<file path="config.mk">
export PLATFORM = sky130hd
export DESIGN_NAME = div_seq_ctrl
export DESIGN_NICKNAME = d
export VERILOG_FILES = /design/src/rtl/div_seq_ctrl.sv
export SDC_FILE = /design/constraint.sdc
export NUM_CORES = 1
export LEC_CHECK = 0
export BUFFER_PORTS_ARGS = -buffer_cell sky130_fd_sc_hd__buf_2
export CAP_MARGIN = 5
export CORE_MARGIN = 2
export CORE_UTILIZATION = 40
export CTS_CLUSTER_SIZE = 30
export DETAILED_ROUTE_END_ITERATION = 12
export GPL_ROUTABILITY_DRIVEN = 0
export PLACE_DENSITY_LB_ADDON = 0.1
export SYNTH_ARGS = -nofsm -noshare
export SYNTH_HDL_FRONTEND = slang
export SYNTH_SLANG_ARGS = --single-unit
export TNS_END_PERCENT = 100
</file>
<file path="constraint.sdc">
create_clock -name clk -period 1.6 [get_ports clk]
set_input_delay 0.16 -clock clk [delete_from_list [all_inputs] [get_ports clk]]
set_output_delay 0.16 -clock clk [all_outputs]
set_load 0.05 [all_outputs]
</file>
<file path="src/rtl/div_seq_ctrl.sv">
// Sequencer between the EXE stage and a multi-cycle divider core with split dividend/divisor
// stream channels; holds the selected quotient/remainder until EXE advances, drains on flush.
module div_seq_ctrl #(
    parameter int WIDTH = 32,
    parameter int CNT_W = 6
) (
    input  logic             clk,
    input  logic             reset,
    input  logic             req_valid,
    input  logic [1:0]       req_op,
    input  logic [WIDTH-1:0] req_src1,
    input  logic [WIDTH-1:0] req_src2,
    input  logic             flush,
    input  logic             res_ready,
    output logic             res_valid,
    output logic [WIDTH-1:0] res_data,
    output logic             dvd_tvalid,
    input  logic             dvd_tready,
    output logic             dvs_tvalid,
    input  logic             dvs_tready,
    output logic             div_signed,
    output logic [WIDTH-1:0] div_dividend,
    output logic [WIDTH-1:0] div_divisor,
    input  logic             dout_tvalid,
    input  logic [WIDTH-1:0] dout_quot,
    input  logic [WIDTH-1:0] dout_rem,
    output logic [CNT_W-1:0] busy_cycles
);

    typedef enum logic [1:0] {IDLE, ISSUE, WAIT, DONE} state_e;

    state_e           state_q, state_d;
    logic             rem_sel_q, rem_sel_d;
    logic             signed_q, signed_d;
    logic [WIDTH-1:0] dvd_q, dvd_d;
    logic [WIDTH-1:0] dvs_q, dvs_d;
    logic [WIDTH-1:0] res_q, res_d;
    logic             dvd_done_q, dvd_done_d;
    logic             dvs_done_q, dvs_done_d;
    logic             killed_q, killed_d;
    logic [CNT_W-1:0] cnt_q, cnt_d;

    logic dvd_fin, dvs_fin;

    assign dvd_tvalid   = (state_q == ISSUE) && !dvd_done_q;
    assign dvs_tvalid   = (state_q == ISSUE) && !dvs_done_q;
    assign dvd_fin      = dvd_done_q || (dvd_tvalid && dvd_tready);
    assign dvs_fin      = dvs_done_q || (dvs_tvalid && dvs_tready);

    assign res_valid    = (state_q == DONE);
    assign res_data     = res_q;
    assign div_signed   = signed_q;
    assign div_dividend = dvd_q;
    assign div_divisor  = dvs_q;
    assign busy_cycles  = cnt_q;

    always_comb begin
        // NOTE: every signal is given its hold value first, so no path through the case can infer a latch.
        state_d    = state_q;
        rem_sel_d  = rem_sel_q;
        signed_d   = signed_q;
        dvd_d      = dvd_q;
        dvs_d      = dvs_q;
        res_d      = res_q;
        dvd_done_d = dvd_done_q;
        dvs_done_d = dvs_done_q;
        killed_d   = killed_q;

        unique case (state_q)
            IDLE: begin
                if (req_valid && !flush) begin
                    rem_sel_d  = req_op[0];
                    signed_d   = !req_op[1];
                    dvd_d      = req_src1;
                    dvs_d      = req_src2;
                    dvd_done_d = 1'b0;
                    dvs_done_d = 1'b0;
                    state_d    = ISSUE;
                end
            end
            ISSUE: begin
                dvd_done_d = dvd_fin;
                dvs_done_d = dvs_fin;
                // Once either operand reached the core the stream cannot be withdrawn.
                if (flush && !dvd_fin && !dvs_fin) begin
                    state_d = IDLE;
                end else begin
                    if (flush) killed_d = 1'b1;
                    if (dvd_fin && dvs_fin) state_d = WAIT;
                end
            end
            WAIT: begin
                if (flush) killed_d = 1'b1;
                if (dout_tvalid) begin
                    if (killed_q || flush) begin
                        state_d = IDLE;
                    end else begin
                        res_d   = rem_sel_q ? dout_rem : dout_quot;
                        state_d = DONE;
                    end
                end
            end
            DONE: begin
                if (flush || res_ready) state_d = IDLE;
            end
            default: state_d = IDLE;
        endcase

        if (state_d == IDLE) killed_d = 1'b0;

        if (state_q == IDLE || state_d == IDLE) cnt_d = '0;
        else if (&cnt_q)                        cnt_d = cnt_q;
        else                                    cnt_d = cnt_q + CNT_W'(1);
    end

    always_ff @(posedge clk) begin
        if (reset) begin
            state_q    <= IDLE;
            rem_sel_q  <= 1'b0;
            signed_q   <= 1'b0;
            dvd_q      <= '0;
            dvs_q      <= '0;
            res_q      <= '0;
            dvd_done_q <= 1'b0;
            dvs_done_q <= 1'b0;
            killed_q   <= 1'b0;
            cnt_q      <= '0;
        end else begin
            // NOTE: non-blocking so every register samples the pre-edge value of the others.
            state_q    <= state_d;
            rem_sel_q  <= rem_sel_d;
            signed_q   <= signed_d;
            dvd_q      <= dvd_d;
            dvs_q      <= dvs_d;
            res_q      <= res_d;
            dvd_done_q <= dvd_done_d;
            dvs_done_q <= dvs_done_d;
            killed_q   <= killed_d;
            cnt_q      <= cnt_d;
        end
    end

endmodule

</file>
==> impl_results.md, run 1 <==
* Num ports at 244
* Share of cells above drive strength 1 at 38.36%
* Vias at 4295
* Final Hold Viols at 0
* Largest family of logic cells by synthesized area: simple AND/OR/NAND/NOR gates
* Register area share after synthesis at 51.54%
* Actual slew at the worst max-slew pin at 417.6 ps
* Top FF cell, synth: dfxtp_1
* Hold Crit Class: in -> reg
* Largest net degree at the start of global routing at 65
* FF-to-FF End: div_divisor[10]
* Top-count cell post-synth: nand2_1
* Top cells by area, synth: dfxtp_1, nand2_1, a21oi_1, mux2i_1, a211oi_1
* HP Start: req_src2[21]
* First-pass GRT wire length at 18.29 mm
* Most common library cells after synthesis: nand2_1, dfxtp_1, a21oi_1, nor2_1, a211oi_1
* Worst EP arrival at 1800 ps
* CP endpoint kind: flop
* Power per cell area at 949.0 mW/mm²
* TritonRoute pass-1 iters at 4
* Clk buf depth at 2
* Antenna cells at 0
* Fin Setup TNS at 0 ps
* Yosys warnings at 0
* Fin crit period at 1564 ps
* GRT overflow at 0
* Yosys cell types at 32
* Kind of critical path: reg -> reg
* Setup ws final at 35.65 ps
* CTS tree: yes
* Port Buf Inserts at 243
* Number of core rows at 37
* Setup Buffers After CTS at 0
* Max stage delay cell, worst path: or4b_2
* Routed Antenna Nets at 0
* Layout Skew at 9.635 ps
* Endpoints failing setup at 0
* CP peak stage delay at 730 ps
* Startpoint Class: flop
* Storage cell area at 0.002186 mm²
* Worst-Skew Late Latency at 370 ps
* Pre-CTS WS at 46.06 ps
* Synth Area in Adders at 0.2955%
* RSZ-0062 raised after global routing: true
* Die area at 0.01142 mm²
* Syn-to-layout area delta at 45.12%
* Wire per inst at 13.33 µm
* Largest area contributor in the netlist: dfxtp_1
* Synthesized cell area at 0.004234 mm²
* DP HPWL at 8.570 mm
* Root Buffer: clkbuf_8
* Total power at 5.831 mW
* Tot GR Track Use at 19.87%
* Highest clock rate at 0.6392 GHz
* Xor/xnor cell area share of the yosys netlist at 0.4137%
* Complex-gate fraction of the synthesized area at 16.25%
* Fin util at 59.52%
* Clk sinks at 109
* Initial DRC count at 220
* Reg clk slew, reported paths at 110 ps
* Hold Crit Endpoint: div_divisor[21]
* Vias in the first global route at 3888
* Post-synth EDFFs at 0
* Synth Area per Inst at 8.485 µm²
* Final slew viol count at 0
* Post-route clock period utilization at 97.77%
* Yosys top cell area share at 51.54%
* Routed Wire Length at 11.89 mm
* Via density at 4.815
* Max Cap Viol at 0
* Outcome: finished clean
* Residual DRC at 0
* Fill count at 963
* Worst r2r path cells at 4
* Area of the multi-input gates at 0.001904 mm²
* Maximum VDD drop at 0.5946 mV
* Initial core utilization at 41.01%
* Core area at 0.01032 mm²
* Die Ht at 106.9 µm
* Seq cells post-synth at 109
* # nets final at 890
* Relative slew slack at 71.95%
* Mux share of post-synthesis cell area at 7.801%
* Hold path depth at 3
* Simple-Gate Fraction of Synth Area at 19.41%
* Number of H-tree levels at 3
* Die width at 106.9 µm
* R2r startpoint: state_q[1]
* Lkg Pwr at 2.772 nW
* TritonCTS Buffers at 9
* Critical Path RT at 1840 ps
* Syn_nets at 638
* Cells after Synth at 499
* Crit path cell chain: or4b_2 > buf_12 > nand2_1 > a21oi_1
* Worst-path fanout max at 44
* Post-synth ARST share at 0%
* R2R Setup Slk at 40 ps
* Initial antenna violation count at 0
-- metal layers --
layer,wire (µm),global-route usage (%)
met5,0,0
met4,229,8.534
met3,827,4.438
met2,5787,33.67
met1,5046,24.23
-- layout by cell type (no fill, tap or decap), drive strengths merged --
cell	Yosys	routed
a21oi	70	70
nor3	7	7
or4b	1	1
dlygate4sd3	0	15
and2	2	2
o21a	1	1
nand2	132	132
nor2b	4	4
and3	1	1
nor4b	1	1
bufinv	0	2
xor2	1	1
xnor2	1	1
nand3	3	3
o211ai	1	1
inv	3	5
clkinv	0	2
dfxtp	109	109
o21ai	1	1
nand2b	1	1
o32a	1	1
mux2i	33	33
clkbuf	18	11
or2	2	2
nor2	48	48
a2111oi	1	1
a31oi	1	1
buf	18	261
o311a	1	1
o22a	1	1
ha	1	1
a211oi	35	35
-- sequential cells by signal, indices dropped and copies added (netlist names) --
signal	flops
div_dividend	32
div_divisor	32
res_data	32
busy_cycles	6
state_q	2
div_signed	1
dvd_done_q	1
dvs_done_q	1
killed_q	1
rem_sel_q	1
-- through the flow --
stage               instance area, µm²  cells  hold slack (ps)
global placement                  5693    860            348.2
global route                      6145    892            2.863
finish                            6145    892            18.38
floorplan                         4237    499            255.7
CTS                               6080    891           0.5145
detailed placement                5693    860            355.1
-- area by class of cell --
class                   instances  share of cell area [%]
inverters                       3                  0.1833
well taps                     136                   2.769
repair buffers                277                   26.72
flip-flops and latches        109                   35.57
clock inverters                 6                   1.527
multi-input cells             351                   30.99
clock buffers                  10                   2.240
-- power breakdown --
group | switching (mW) | internal [mW] | leakage (nW)
logic | 0.688 | 0.395 | 1.77
clock network | 0.943 | 0.942 | 0.119
registers | 0.0514 | 2.81 | 0.887
total | 1.68 | 4.15 | 2.77
-- critical path, delay by kind of cell, from the launching register on --
kind | cells | cell delay [ps]
compound gates | 1 | 70
buf+inv | 1 | 220
flops | 1 | 320
simple gates | 2 | 810
-- worst max path at each step --
stage                           from         endpoint  slack (ps)  cells after the start
final                     state_q[1]  div_divisor[10]          40                      4
after floorplan           state_q[1]  div_dividend[0]         140                      5
after global placement    state_q[1]   div_divisor[4]          80                      4
after CTS                 state_q[1]       dvd_tvalid           9                      4
after global routing      state_q[1]   busy_cycles[5]         -20                      5
after detailed placement  state_q[1]   busy_cycles[4]          50                      5
-- cells by family after synthesis --
family                     count (synthesis)
AOI/OAI and AO/OA                        113
xor gates and xnor gates                   2
adders and majority gates                  1
buffers and inverters                     39
DFF                                      109
muxes                                     33
and+or+nand+nor                          202
-- repair_timing --
action | in CTS | in global routing
gates cloned | 0 | 1
gates resized for setup | 2 | 8
hold endpoints to repair | 15 | 0
setup endpoints to repair | 2 | 41
hold buffers | 15 | 0
No activity file was read; power rests on OpenSTA's default activity.
==> run 2, diff against run 1 <==
ABC_CLOCK_PERIOD_IN_PS = 2000   (was unset)
CORE_ASPECT_RATIO = 1.25   (was unset)
clock period = 2 ns   (was 1.6 ns; I/O delays follow)
==> impl_results.md, run 2 (synthesis gave the netlist of run 1 again) <==
* Commonest non-fill, non-tap cell in the layout: buf_2
* Share of cells above drive strength 1 at 37.17% (-1.2 points)
* DP HPWL at 8.218 mm (-4.1%)
* Sw frac at 27.67% (-1.2 points)
* Combinational power share at 16.4% (-2.2 points)
* Die Ht at 119.0 µm (+11%)
* Leading cell types in the layout, fill and taps excluded: buf_2, nand2_1, dfxtp_1, a21oi_1, nor2_1
* Num ports at 244 (unchanged)
* Port Buf Inserts at 243 (unchanged)
* Delay-heaviest family, CP: simple AND/OR/NAND/NOR gates
* Endpoints failing setup at 0 (unchanged)
* Worst-Skew Late Latency at 330 ps (-40 ps)
* Number of core rows at 42 (+14%)
* Via density at 4.821 (+0.13%)
* Reg clk slew, reported paths at 70 ps (-40 ps)
* Clock power frac at 35.6% (+3.3 points)
* Maximum VDD drop at 0.3842 mV (-35%)
* CP endpoint kind: flop
* Relative slew slack at 58.14% (-14 points)
* Crit path cell chain: or4b_2 > buf_12 > nand2_1 > a21oi_1
* Antenna cells at 0 (unchanged)
* RSZ-0062 raised after global routing: false
* Routed Wire Length at 11.15 mm (-6.3%)
* Root Buffer: clkbuf_16
* Syn-to-layout area delta at 38.00%
* Residual DRC at 0 (unchanged)
* Initial antenna violation count at 0 (unchanged)
* Lkg Pwr at 2.641 nW (-4.7%)
* TritonRoute pass-1 iters at 4 (unchanged)
* Hold Crit Class: in -> reg
* Kind of critical path: reg -> reg
* Core area at 0.01046 mm² (+1.3%)
* Critical Path RT at 2200 ps (+360 ps)
* Power per cell area at 818.6 mW/mm² (-14%)
* Highest clock rate at 0.6073 GHz (-5.0%)
* CP peak stage delay at 720 ps (about the same)
* Routed Antenna Nets at 0 (unchanged)
* Initial DRC count at 111 (-50%)
* Die area at 0.01143 mm² (about the same)
* Fin Setup TNS at 0 ps (unchanged)
* # nets final at 863 (-3.0%)
* Critical path buffers and inverters at 1 (unchanged)
* Max Cap Viol at 0 (unchanged)
* Fin crit period at 1647 ps (+82.35 ps)
* Fill count at 1014 (+5.3%)
* Vias at 4151 (-3.4%)
* Sequential power share at 48.0% (-1.1 points)
* Int Power at 3.460 mW (-17%)
* Layout Skew at 5.860 ps (-3.775 ps)
* Post-CTS Hold Fix Bufs at 0 (-15)
* Max stage delay cell, worst path: or4b_2
* Clk sinks at 109 (unchanged)
* Fin util at 55.87% (-3.6 points)
* Worst EP arrival at 1840 ps (+40 ps)
* Initial core utilization at 40.49% (-0.53 points)
* Number of instances resized during post-cts repair at 0 (-2)
* Post-route clock period utilization at 82.33% (-15 points)
* Final Hold Viols at 0 (unchanged)
* Vias in the first global route at 3710 (-4.6%)
* Clk buf depth at 2 (unchanged)
* Switch Pwr at 1.324 mW (-21%)
* Wire per inst at 12.95 µm (-2.9%)
* CTS tree: yes
* Actual slew at the worst max-slew pin at 627.9 ps (+210.3 ps)
* Setup Buffers After CTS at 0 (unchanged)
* Final slew viol count at 0 (unchanged)
* Number of H-tree levels at 3 (unchanged)
* GRT overflow at 0 (unchanged)
* First-pass GRT wire length at 17.24 mm (-5.7%)
* Worst-path fanout max at 65 (+48%)
* Largest net degree at the start of global routing at 66 (+1.5%)
* Tot GR Track Use at 19.05% (-0.82 points)
* Outcome: finished clean
* TritonCTS Buffers at 9 (unchanged)
* Die width at 96.02 µm (-10%)
* Startpoint Class: flop
-- run 2: cell types whose count changed in the layout (fill, tap and decap cells not counted), sizes merged --
| cell | before | now |
|---|---|---|
| dlygate4sd3 | 15 | 0 |
| buf | 261 | 250 |
| clkbuf | 11 | 14 |
| bufinv | 2 | 0 |
| inv | 5 | 3 |
| clkinv | 2 | 1 |
| clkinvlp | 0 | 1 |
-- run 2: power groups by stage --
| stage | Clock, mW | Sequential (mW) | Combinational (mW) |
|---|---|---|---|
| after floorplan | 0 | 2.60 | 0.258 |
| after global placement | 0 | 2.34 | 0.781 |
| after detailed placement | 0 | 2.35 | 0.791 |
| after CTS | 1.75 | 2.30 | 0.792 |
| after global routing | 1.83 | 2.31 | 0.851 |
| final | 1.70 | 2.30 | 0.785 |
-- run 2: layout make-up --
class                      count  area (µm²)  share of cell area [%]
clock inverter                 2       16.27                  0.2784
clock buffer                  14       274.0                   4.690
sequential                   109        2183                   37.37
tap                          132       165.2                   2.827
inverter                       3       11.26                  0.1927
multi-input combinational    351        1872                   32.03
timing repair buffer         250        1321                   22.61
-- run 2: worst register-to-register path, delay by kind of cell, from the launching register on --
| family | cells | cell delay (ps) |
|---|---|---|
| flops | 1 | 370 |
| compound gates | 1 | 60 |
| buf+inv | 1 | 240 |
| simple gates | 2 | 840 |
-- run 2: stage by stage --
stage          hold slack, ps  power [mW]  area [µm²]  setup slack, ps  cells
2_1_floorplan           295.7       2.857        4234            343.6    499
3_3_place_gp            380.9       3.126        5553            386.8    845
3_5_place_dp            388.8       3.139        5553            369.0    845
4_1_cts                 23.70       4.840        5843            357.7    861
5_1_grt                 39.26       4.988        5843            231.6    861
6_report                36.45       4.783        5843            353.3    861
-- run 2: path summary, 6_finish.rpt --
path | from | end | slack, ps | depth (start not counted)
hold / removal | req_op[1] | div_signed | 40 | 2
setup reg to reg | state_q[1] | div_divisor[11] | 350 | 4
setup / recovery | state_q[1] | div_divisor[11] | 350 | 4
hold reg to reg | div_divisor[16] | div_divisor[16] | 450 | 2
-- run 2: layer usage --
layer  wire length, µm  track usage, %  up-vias  part of all wire (%)
met2              5369           31.81      161                    48
met4               119           6.429        0                   1.1
li1                  -               -     2141                     -
met1              4692           22.97     1841                    42
met5                 0               0        -                     0
met3               964           5.693        8                   8.6
==> run 3, diff against run 2 <==
ABC_CLOCK_PERIOD_IN_PS = 1570   (was 2000)
clock period = 1.57 ns   (was 2 ns; I/O delays follow)
==> impl_results.md, run 3 (synthesis gave the netlist of run 1 again) <==
* Outcome: finished clean
* Num ports at 244 (unchanged)
* Hold Crit Class: in -> reg
* Root Buffer: clkbuf_16
* Initial antenna violation count at 1 (+1)
* RSZ-0062 raised after global routing: false
* First-pass GRT wire length at 17.41 mm (+1.0%)
* Share of cells above drive strength 1 at 39.02% (+1.9 points)
* Routed Antenna Nets at 0 (unchanged)
* TritonCTS Buffers at 9 (unchanged)
* Critical Path RT at 1800 ps (-400 ps)
* Actual slew at the worst max-slew pin at 424.4 ps (-203.6 ps)
* Worst EP arrival at 1740 ps (-100 ps)
* Relative slew slack at 71.71% (+14 points)
* Total power at 6.223 mW (+30%)
* Kind of critical path: reg -> reg
* Port Buf Inserts at 243 (unchanged)
* Highest clock rate at 0.6611 GHz (+8.9%)
* Maximum VDD drop at 0.5955 mV (+55%)
* Fin Setup TNS at 0 ps (unchanged)
* Wire per inst at 13.45 µm (+3.9%)
* Lkg Pwr at 2.720 nW (+3.0%)
* Storage cell area at 0.002186 mm² (+0.11%)
* Commonest non-fill, non-tap cell in the layout: buf_2
* Via density at 4.860 (+0.80%)
* Startpoint Class: flop
* Leading cell types in the layout, fill and taps excluded: buf_2, nand2_1, dfxtp_1, a21oi_1, nor2_1
* Max Cap Viol at 0 (unchanged)
* Die width at 96.02 µm (unchanged)
* TritonRoute pass-1 iters at 4 (unchanged)
* Vias at 4233 (+2.0%)
* Core area at 0.01046 mm² (unchanged)
* Routed Wire Length at 11.71 mm (+5.1%)
* Tot GR Track Use at 19.24% (+0.19 points)
* Endpoints failing setup at 0 (unchanged)
* Max stage delay cell, worst path: o311a_4
* Critical path buffers and inverters at 1 (unchanged)
* Area of the multi-input gates at 0.001943 mm² (+3.8%)
* Reg clk slew, reported paths at 70 ps (about the same)
* Die Ht at 119.0 µm (unchanged)
* Delay-heaviest family, CP: compound AO/OA/AOI/OAI gates
* Number of core rows at 42 (unchanged)
* Worst-path fanout max at 7 (-89%)
* Fin crit period at 1513 ps (-134.1 ps)
* # nets final at 872 (+1.0%)
* Setup Buffers After CTS at 0 (unchanged)
* Initial DRC count at 77 (-31%)
* Post-route clock period utilization at 96.34% (+14 points)
* Placed cell count at 851 (+0.71%)
* Clk sinks at 109 (unchanged)
* Power per cell area at 1027 mW/mm² (+25%)
* Syn-to-layout area delta at 43.14%
* Clk buf depth at 2 (unchanged)
* GRT overflow at 0 (unchanged)
* Layout Skew at 7.038 ps (+1.178 ps)
* Final slew viol count at 0 (unchanged)
* Number of H-tree levels at 3 (unchanged)
* Cell Count, Final, Fillers Out at 871 (+1.2%)
* Crit path cell chain: buf_6 > o311a_4 > or2_4 > o32a_1
* Die area at 0.01143 mm² (unchanged)
* Vias in the first global route at 3807 (+2.6%)
* Final Hold Viols at 0 (unchanged)
* Largest net degree at the start of global routing at 66 (unchanged)
* DP HPWL at 8.315 mm (+1.2%)
* CP endpoint kind: flop
* Residual DRC at 0 (unchanged)
* Initial core utilization at 40.49% (unchanged)
* CP peak stage delay at 390 ps (-330 ps)
* Worst-Skew Late Latency at 340 ps (about the same)
* CTS tree: yes
* Fill count at 996 (-1.8%)
run 3: where the power goes:
part	internal (mW)	total [mW]	switching, mW
clock	1.28	2.24	0.967
combinational	0.365	1.06	0.698
sequential	2.87	2.92	0.0499
run 3: per-layer routing:
metal	share of wire, %	wire (µm)	vias to the layer above	track usage, %
li1	-	-	2152	-
met1	39	4614	1899	21.87
met2	49	5749	163	32.51
met3	9.3	1091	19	6.578
met4	2.2	258	0	7.500
met5	0	0	-	0
run 3: through the flow:
step           hold WS, ps  area [µm²]  util, %  setup slack (ps)
2_1_floorplan        252.7        4237        -             108.1
3_3_place_gp         341.5        5613    53.67             44.97
3_5_place_dp         350.8        5613    53.67            -2.770
4_1_cts              37.28        5926    56.66             8.719
5_1_grt              47.84        6058    57.93             1.847
6_report             46.80        6061    57.96             57.44
run 3: worst register-to-register path: cells and delay by family (launching register included):
kind / cells / cell delay, ps
compound gates: 2 / 670
buf+inv: 1 / 140
flops: 1 / 330
simple gates: 1 / 260
run 3: worst paths after layout:
path | from | to | slack (ps) | cells past startpoint
worst min-delay path | req_src2[0] | div_divisor[0] | 50 | 3
worst max register to register | state_q[0] | killed_q | 60 | 4
worst max-delay path | state_q[0] | killed_q | 60 | 4
worst min register to register | div_divisor[27] | div_divisor[27] | 450 | 2
run 3: repair_timing:
action / 4_1_cts / 5_1_grt
pin swaps: 0 / 1
hold buffers: 1 / 0
gates cloned: 0 / 2
hold endpoints to repair: 1 / 0
endpoints found under the setup margin: 3 / 106
gates resized for setup: 3 / 16
run 3: layout make-up:
| type | instances | area share [%] |
|---|---|---|
| flip-flops and latches | 109 | 36.07 |
| multi-input cells | 351 | 32.06 |
| repair buffers | 259 | 24.07 |
| clock buffers | 12 | 4.067 |
| well taps | 132 | 2.725 |
| clock inverters | 4 | 0.7845 |
| inverters | 3 | 0.1858 |
| diodes | 1 | 0.04129 |
